File: src/rtl/reqack_pkg.sv
// Shared types and constants for the req/ack/done handshake initiator.
//   state_t     : initiator FSM states
//   err_t       : sticky error cause reported on err_code
//   DEFAULT_MAX : default latency bound, same value the responder checker uses
package reqack_pkg;

   typedef enum logic [2:0] {
      IDLE,
      REQ,
      WAIT_DONE,
      GAP,
      ERR
   } state_t;

   typedef enum logic [1:0] {
      E_NONE,
      E_ACK_TO,
      E_DONE_TO
   } err_t;

   localparam int unsigned DEFAULT_MAX = 5;

endpackage

File: src/rtl/reqack_timer.sv
// Phase timer shared by the REQ and WAIT_DONE phases.
// Down-counter: clear loads limit-1, each enabled edge decrements, and the
// counter holds at zero. expired is the terminal-count compare, so it is
// high on the limit-th enabled edge after a clear.
// Ports:
//   clk, reset_n : clock, async active-low reset
//   clear        : reload from limit on the next edge
//   enable       : phase active, count this edge
//   limit        : phase bound in edges (1..15)
//   expired      : bound reached on this edge
module reqack_timer (
   input  logic       clk,
   input  logic       reset_n,
   input  logic       clear,
   input  logic       enable,
   input  logic [3:0] limit,
   output logic       expired
);

   logic [3:0] count;

   always_ff @(posedge clk or negedge reset_n) begin
      if (!reset_n) begin
         count <= 4'd0;
      end else if (clear) begin
         count <= limit - 4'd1;
      end else if (enable && (count != 4'd0)) begin
         count <= count - 4'd1;
      end
   end

   assign expired = enable && (count == 4'd0);

endmodule

File: src/rtl/reqack_initiator.sv
// Requesting side of the req/ack/done handshake.
// A start pulse in IDLE opens one transaction: req is raised until ack, then
// done is awaited. Either phase exceeding its bound ends in ERR with a
// one-cycle intrpt pulse and a sticky err_code.
//
// state     | meaning
// ----------+-----------------------------------------------------------
// IDLE      | waiting for start, ack/done ignored
// REQ       | req high, waiting up to MAX_ACK edges for ack
// WAIT_DONE | req low, waiting up to MAX_DONE edges for done
// GAP       | one cycle after completion, keeps req low between txns
// ERR       | one cycle with intrpt high after a timeout
//
// Ports:
//   clk, reset_n : clock, async active-low reset
//   start        : 1-cycle request to open a transaction
//   ack, done    : responder acknowledge / completion
//   req          : request to responder
//   busy         : transaction in progress
//   intrpt       : 1-cycle timeout pulse
//   err_code     : sticky last error cause (err_t)
//   txn_count    : completed transactions, wraps
module reqack_initiator
   import reqack_pkg::*;
#(
   parameter int unsigned MAX_ACK  = DEFAULT_MAX,
   parameter int unsigned MAX_DONE = DEFAULT_MAX,
   parameter int unsigned CNT_W    = 16
) (
   input  logic             clk,
   input  logic             reset_n,
   input  logic             start,
   input  logic             ack,
   input  logic             done,
   output logic             req,
   output logic             busy,
   output logic             intrpt,
   output logic [1:0]       err_code,
   output logic [CNT_W-1:0] txn_count
);

   if ((MAX_ACK < 1) || (MAX_ACK > 15)) begin : g_bad_max_ack
      $error("reqack_initiator: MAX_ACK must be in 1..15");
   end
   if ((MAX_DONE < 1) || (MAX_DONE > 15)) begin : g_bad_max_done
      $error("reqack_initiator: MAX_DONE must be in 1..15");
   end

   localparam logic [3:0] ACK_LIM  = 4'(MAX_ACK);
   localparam logic [3:0] DONE_LIM = 4'(MAX_DONE);

   state_t     state;
   logic       tmr_clear;
   logic       tmr_enable;
   logic [3:0] tmr_limit;
   logic       tmr_expired;

   // The timer is reloaded whenever it is not timing a phase, and again on
   // the REQ->WAIT_DONE hand-over. The limit mux therefore selects the bound
   // of the phase being entered: MAX_DONE while leaving REQ, MAX_ACK otherwise.
   assign tmr_enable = (state == REQ) || (state == WAIT_DONE);
   assign tmr_clear  = !tmr_enable || ((state == REQ) && ack);
   assign tmr_limit  = (state == REQ) ? DONE_LIM : ACK_LIM;

   reqack_timer u_timer (
      .clk     (clk),
      .reset_n (reset_n),
      .clear   (tmr_clear),
      .enable  (tmr_enable),
      .limit   (tmr_limit),
      .expired (tmr_expired)
   );

   always_ff @(posedge clk or negedge reset_n) begin
      if (!reset_n) begin
         state     <= IDLE;
         req       <= 1'b0;
         busy      <= 1'b0;
         intrpt    <= 1'b0;
         err_code  <= E_NONE;
         txn_count <= '0;
      end else begin
         intrpt <= 1'b0;
         case (state)
            IDLE: begin
               if (start) begin
                  state    <= REQ;
                  req      <= 1'b1;
                  busy     <= 1'b1;
                  err_code <= E_NONE;
               end
            end
            REQ: begin
               if (ack) begin
                  req <= 1'b0;
                  if (done) begin
                     state     <= GAP;
                     txn_count <= txn_count + CNT_W'(1);
                  end else begin
                     state <= WAIT_DONE;
                  end
               end else if (tmr_expired) begin
                  state    <= ERR;
                  req      <= 1'b0;
                  intrpt   <= 1'b1;
                  err_code <= E_ACK_TO;
               end
            end
            WAIT_DONE: begin
               if (done) begin
                  state     <= GAP;
                  txn_count <= txn_count + CNT_W'(1);
               end else if (tmr_expired) begin
                  state    <= ERR;
                  intrpt   <= 1'b1;
                  err_code <= E_DONE_TO;
               end
            end
            GAP, ERR: begin
               state <= IDLE;
               busy  <= 1'b0;
            end
            default: begin
               state <= IDLE;
               req   <= 1'b0;
               busy  <= 1'b0;
            end
         endcase
      end
   end

endmodule
File: config.mk
export PLATFORM = sky130hd
export DESIGN_NAME = reqack_initiator
export DESIGN_NICKNAME = d
export VERILOG_FILES = /design/src/rtl/reqack_pkg.sv /design/src/rtl/reqack_timer.sv /design/src/rtl/reqack_initiator.sv
export SDC_FILE = /design/constraint.sdc
export NUM_CORES = 1
export LEC_CHECK = 0
export ABC_AREA = 1
export ABC_CLOCK_PERIOD_IN_PS = 1520
export CORE_MARGIN = 2
export CORE_UTILIZATION = 45
export DETAILED_ROUTE_END_ITERATION = 8
export PLACE_DENSITY = 0.68
export SKIP_LAST_GASP = 1
export SLEW_MARGIN = 20
export SYNTH_ARGS = -nofsm -noshare
export SYNTH_HDL_FRONTEND = slang
export SYNTH_SLANG_ARGS = --single-unit
File: constraint.sdc
create_clock -name clk -period 1.52 [get_ports clk]
set_input_delay 0.304 -clock clk [delete_from_list [all_inputs] [get_ports clk]]
set_output_delay 0.304 -clock clk [all_outputs]
set_load 0.005 [all_outputs]
# Yosys cells after proc, flatten, opt, wreduce, memory -nomap -nowiden
# Cells that the tools add are included.
# classes
add_sub_neg	2
n_bitwise	2
reduce_logical	18
n_eq_ne	11
muxes	26
# ops
cell	count
$mux W16	2
$pmux W16 S2	1
$add A16 B1 Y16 const B	1
$mux W3	4
$ne A2 B2 Y1 const B	6
$mux W2	5
$pmux W3 S3	1
$mux W4	2
$mux W1	7
$eq A3 B2 Y1 const B	2
$pmux W2 S3	1
$reduce_and A6 Y1	1
$logic_not A4 Y1	1
$pmux W1 S2	2
$reduce_and A2 Y1	2
$reduce_bool A2 Y1	2
$reduce_bool A4 Y1	1
$sub A4 B1 Y4 const B	1
$eq A3 B1 Y1 const B	1
$eq A3 B3 Y1 const B	1
$logic_and A1 B1 Y1	3
$logic_not A3 Y1	1
$ne A3 B3 Y1 const B	1
$pmux W1 S3	1
7 further kinds	9
# word_totals
wordCells	66
register_bits	28
out_inout_bits	21
input_bits	5

# Logic depth before layout (Yosys ltp)
# logic_depth
ltp_word	6
depth_mapped	9
depth_no_buf	9

# By module
# A second synthesis with hierarchy kept.
# unflattened
cells_unflattened	238
area_unflattened_um2	1696.6
# modules_own_cells
mod	area_each_um2	cells_each	seq_area_each_um2	n_inst
reqack_initiator	1415.1	194	600.6	1
reqack_timer	281.5	44	100.1	1

# Worst setup path after synthesis
# OpenSTA, ideal clock, no wires.
# synth_timing
path_kind	register to register
from	register txn_count[0]
to	register txn_count[12]
stages_incl_launch_ff	9
n_path_buf	0
arrival_time_ns	1.195
period_less_slack_ns	1.321
required_time_ns	1.394
setup_ns	0.126
setup_slack_ns	0.199
path_cell_list	dfrtp_1 > ha_1 > inv_1 > nor2_1 > nand3_1 > nand2_1 > nand2_1 > nand2_1 > o21ai_0
# synth_via
elab_chain_cells	4
# synth_lines
element	line	source
start, declared	reqack_initiator.sv:39	output logic [CNT_W-1:0] txn_count
start signal, assigned	reqack_initiator.sv:98	txn_count <= txn_count + CNT_W'(1);
start signal, assigned	reqack_initiator.sv:112	txn_count <= txn_count + CNT_W'(1);
$add A16 B1 Y16 (*)	reqack_initiator.sv:98, reqack_initiator.sv:112	
$mux W16 (*)	reqack_initiator.sv:96, reqack_initiator.sv:110	
$mux W16	reqack_initiator.sv:94	if (ack) begin
$pmux W16 S2 (*)	reqack_initiator.sv:84	case (state)
# Mark *: on every way between the ends. The rest lies on a longest branch, timed or not. The select of a mux whose other input is x is not followed.
# A chain may end at the register's enable or synchronous reset.

# Worst setup path in the final report
# layout_timing
from	register txn_count[0]
to	output txn_count[0]
# No word-level cell between the ends.

==> run summary <==
outcome: completed
post-route ant nets: 0
fmax: 695 MHz
Remaining DRCs: 0
CP top delay family: flip-flops
Critical-path top delay cell: dfrtp_1
Site Rows: 20
commonest non-fill, non-tap cell in the layout: nand2_1
Util after Layout: 0.667
unrepaired setup endpoints after global routing: yes
class of the worst hold path: in -> async
post-route clock period utilization: 0.947
nets@finish: 263
crit end category: output port
die width: 61.8 um
Worst EP arrival: 1.14 ns
GRT Util Overall: 0.196
Post-CTS Hold Buffers: 0
post-DP HPWL: 2360 um
crit start category: flop
synthesized area per cell: 7.55 um2
via density per instance: 4.97
initial drt markers: 61
CTS tree: built
Worst Path Max Fanout: 2
P_leak: 1.15 nW
peak supply drop: 0.755 mV
Synth Instances: 199
Die Height: 61.8 um
Clock Latency Late Sink: 0.33 ns
Worst Path Buf+Inv: 2
max-cap violations: 0
multiplexer area fraction after synthesis: 0
area grow syn2layout: 37.8%
flops & latches, synth: 28
Mapped Area: 1500 um2
Max Buffers Root-to-Sink: 2
worst-path cell chain: buf_4, dlygate4sd2_1
Synth async-reset ratio: 1.00
clk root buf: clkbuf_4
FF-to-FF End: txn_count[12]$_DFFE_PN0P_
fraction of the mapped netlist area in simple logic gates: 0.362
total core area: 3100 um2
Die ar.: 3820 um2
H-tree lvl count: 1
Post-Route WL: 3470 um
largest net degree at the start of global routing: 29
setup TNS: 0 ns
routed via count: 1480
hold violation count in the final report: 0
R2R Setup Slk: 0.10 ns
number of synthesized flops with an enable pin: 0
relative slew slack: 0.769
max incr delay on CP: 0.41 ns
Top FF cell, synth: dfrtp_1
CTS clk-pin slew, worst paths: 0.15 ns
PwrDens: 1410 nW/um2
most frequent cells in the layout: nand2_1 (77), buf_4 (27), dfrtp_1 (24)
Num CTS Buffers: 3
Post-Syn Nets: 207
crit path from: txn_count[0]$_DFFE_PN0P_
Initial Util: 0.484
# diodes: 0
first-pass GRT wire length: 5500 um
Worst EP required: 1.22 ns
Post-Synth XOR/XNOR Area: 0.0291
GRT Residual Overflow: 0
actual slew at the worst max-slew pin: 0.346 ns
routed len/inst: 11.6 um
Seq/Total Area, Yosys: 0.466
Worst Skew: 0.00172 ns
fraction of layout cells with a size suffix above 1: 0.177
first drt pass iteration count: 4
IO Port Bufs: 25
top-level I/O count: 26
total power: 2.92 mW
Unique masters post-synth: 22
CTS sink count: 28
CP Depth: 2
synth warn: 0
fin crit period: 1.44 ns
global placement routability congestion: 0.828
FF-to-FF path depth: 10
CP Capture Point: txn_count[0]
setup violators final: 0
area fraction in compound gates after synthesis: 0.0641
Crit Reg-Reg Startpoint: txn_count[0]$_DFFE_PN0P_
antenna violations before repair: 0
main combinational cell family by area after synthesis: simple AND/OR/NAND/NOR gates
Max Transition Viols Final: 0
number of global-route vias before repair: 1347
post-synthesis adder-cell area fraction: 0.0250
WS Path Type: reg -> out
## timing repair
| action | CTS | global route |
|---|---|---|
| resized for setup | 17 | 15 |
| endpoints found under the setup margin | 18 | 18 |
| endpoints found under the hold margin | 0 | 0 |
| buffers inserted | 17 | 1 |
## stage by stage
step	std cells	area (um2)	setup slack (ns)	hold slack, ns
final	298	2070	0.0804	0.324
after global routing	298	2070	-0.0338	0.340
after CTS	297	2030	-0.0473	0.331
after detailed placement	276	1880	-0.0774	0.459
after global placement	276	1880	-0.0381	0.453
after floorplan	199	1500	0.199	0.00841
## worst min path at each step
stage	endpoint	slack, ns	from	depth (start not counted)
floorplan	busy$_DFFE_PN0P_	0.008	reset_n	0
global placement	req$_DFFE_PN0P_	0.45	req$_DFFE_PN0P_	2
detailed placement	err_code[1]$_DFFE_PN0P_	0.46	err_code[1]$_DFFE_PN0P_	2
CTS	state[0]$_DFFE_PN0N_	0.33	reset_n	2
global route	state[0]$_DFFE_PN0N_	0.34	reset_n	2
finish	state[0]$_DFFE_PN0N_	0.32	reset_n	2
## cells by family (layout without fill, tap and decap cells)
family | count (synthesis) | in the layout
AND/OR/NAND/NOR | 128 | 128
flip-flops | 28 | 28
buffers and inverters | 19 | 74
AO/OA/AOI/OAI | 16 | 16
XOR/XNOR | 5 | 5
adder cells (fa/ha/maj) | 3 | 3
## power breakdown
part / internal (mW) / leakage [nW] / switching [mW]
clock: 0.147 / 0.0210 / 0.223
sequential: 0.951 / 0.365 / 0.130
combinational: 0.708 / 0.769 / 0.765
total: 1.81 / 1.15 / 1.12
## worst reg2reg max path, cell delays in order, from the launching register on
cell and delay [ns]:
dfrtp_1 0.39, buf_4 0.13, ha_2 0.21, inv_1 0.06
nor2_1 0.10, buf_4 0.14, nand3_1 0.07, nand2_1 0.07
nand2_1 0.05, nand2_1 0.04, o21ai_0 0.07
## registers in the layout, indices dropped and copies added, names as in the netlist
name           flops
txn_count         16
u_timer.count      4
state              3
err_code           2
busy               1
intrpt             1
req                1
## routing by layer
| metal | GRT usage | share of wire |
|---|---|---|
| met1 | 0.248 | 0.48 |
| met5 | 0 | 0 |
| met4 | 0.0942 | 0.025 |
| met3 | 0.0435 | 0.048 |
| met2 | 0.317 | 0.45 |
## final cells by class
| type | count | area (um2) |
|---|---|---|
| Timing Repair Buffer | 53 | 473 |
| Inverter | 17 | 63.8 |
| Fill cell | 291 | 1030 |
| Sequential cell | 28 | 706 |
| Tap cell | 44 | 55.1 |
| Clock buffer | 4 | 36.3 |
| Multi-Input combinational cell | 152 | 737 |
## synthesized netlist by cell type, types with 3 or more instances
| cell | count | area share |
|---|---|---|
| nor2_1 | 23 | 0.057 |
| nand3_1 | 11 | 0.037 |
| nand3b_1 | 4 | 0.020 |
| ha_1 | 3 | 0.025 |
| inv_1 | 17 | 0.042 |
| nand2_1 | 77 | 0.19 |
| xnor2_1 | 4 | 0.023 |
| o21ai_0 | 9 | 0.030 |
| dfrtp_1 | 28 | 0.47 |
| nand4_1 | 8 | 0.033 |
| a21oi_1 | 4 | 0.013 |
No activity file was read; power rests on OpenSTA's default activity.
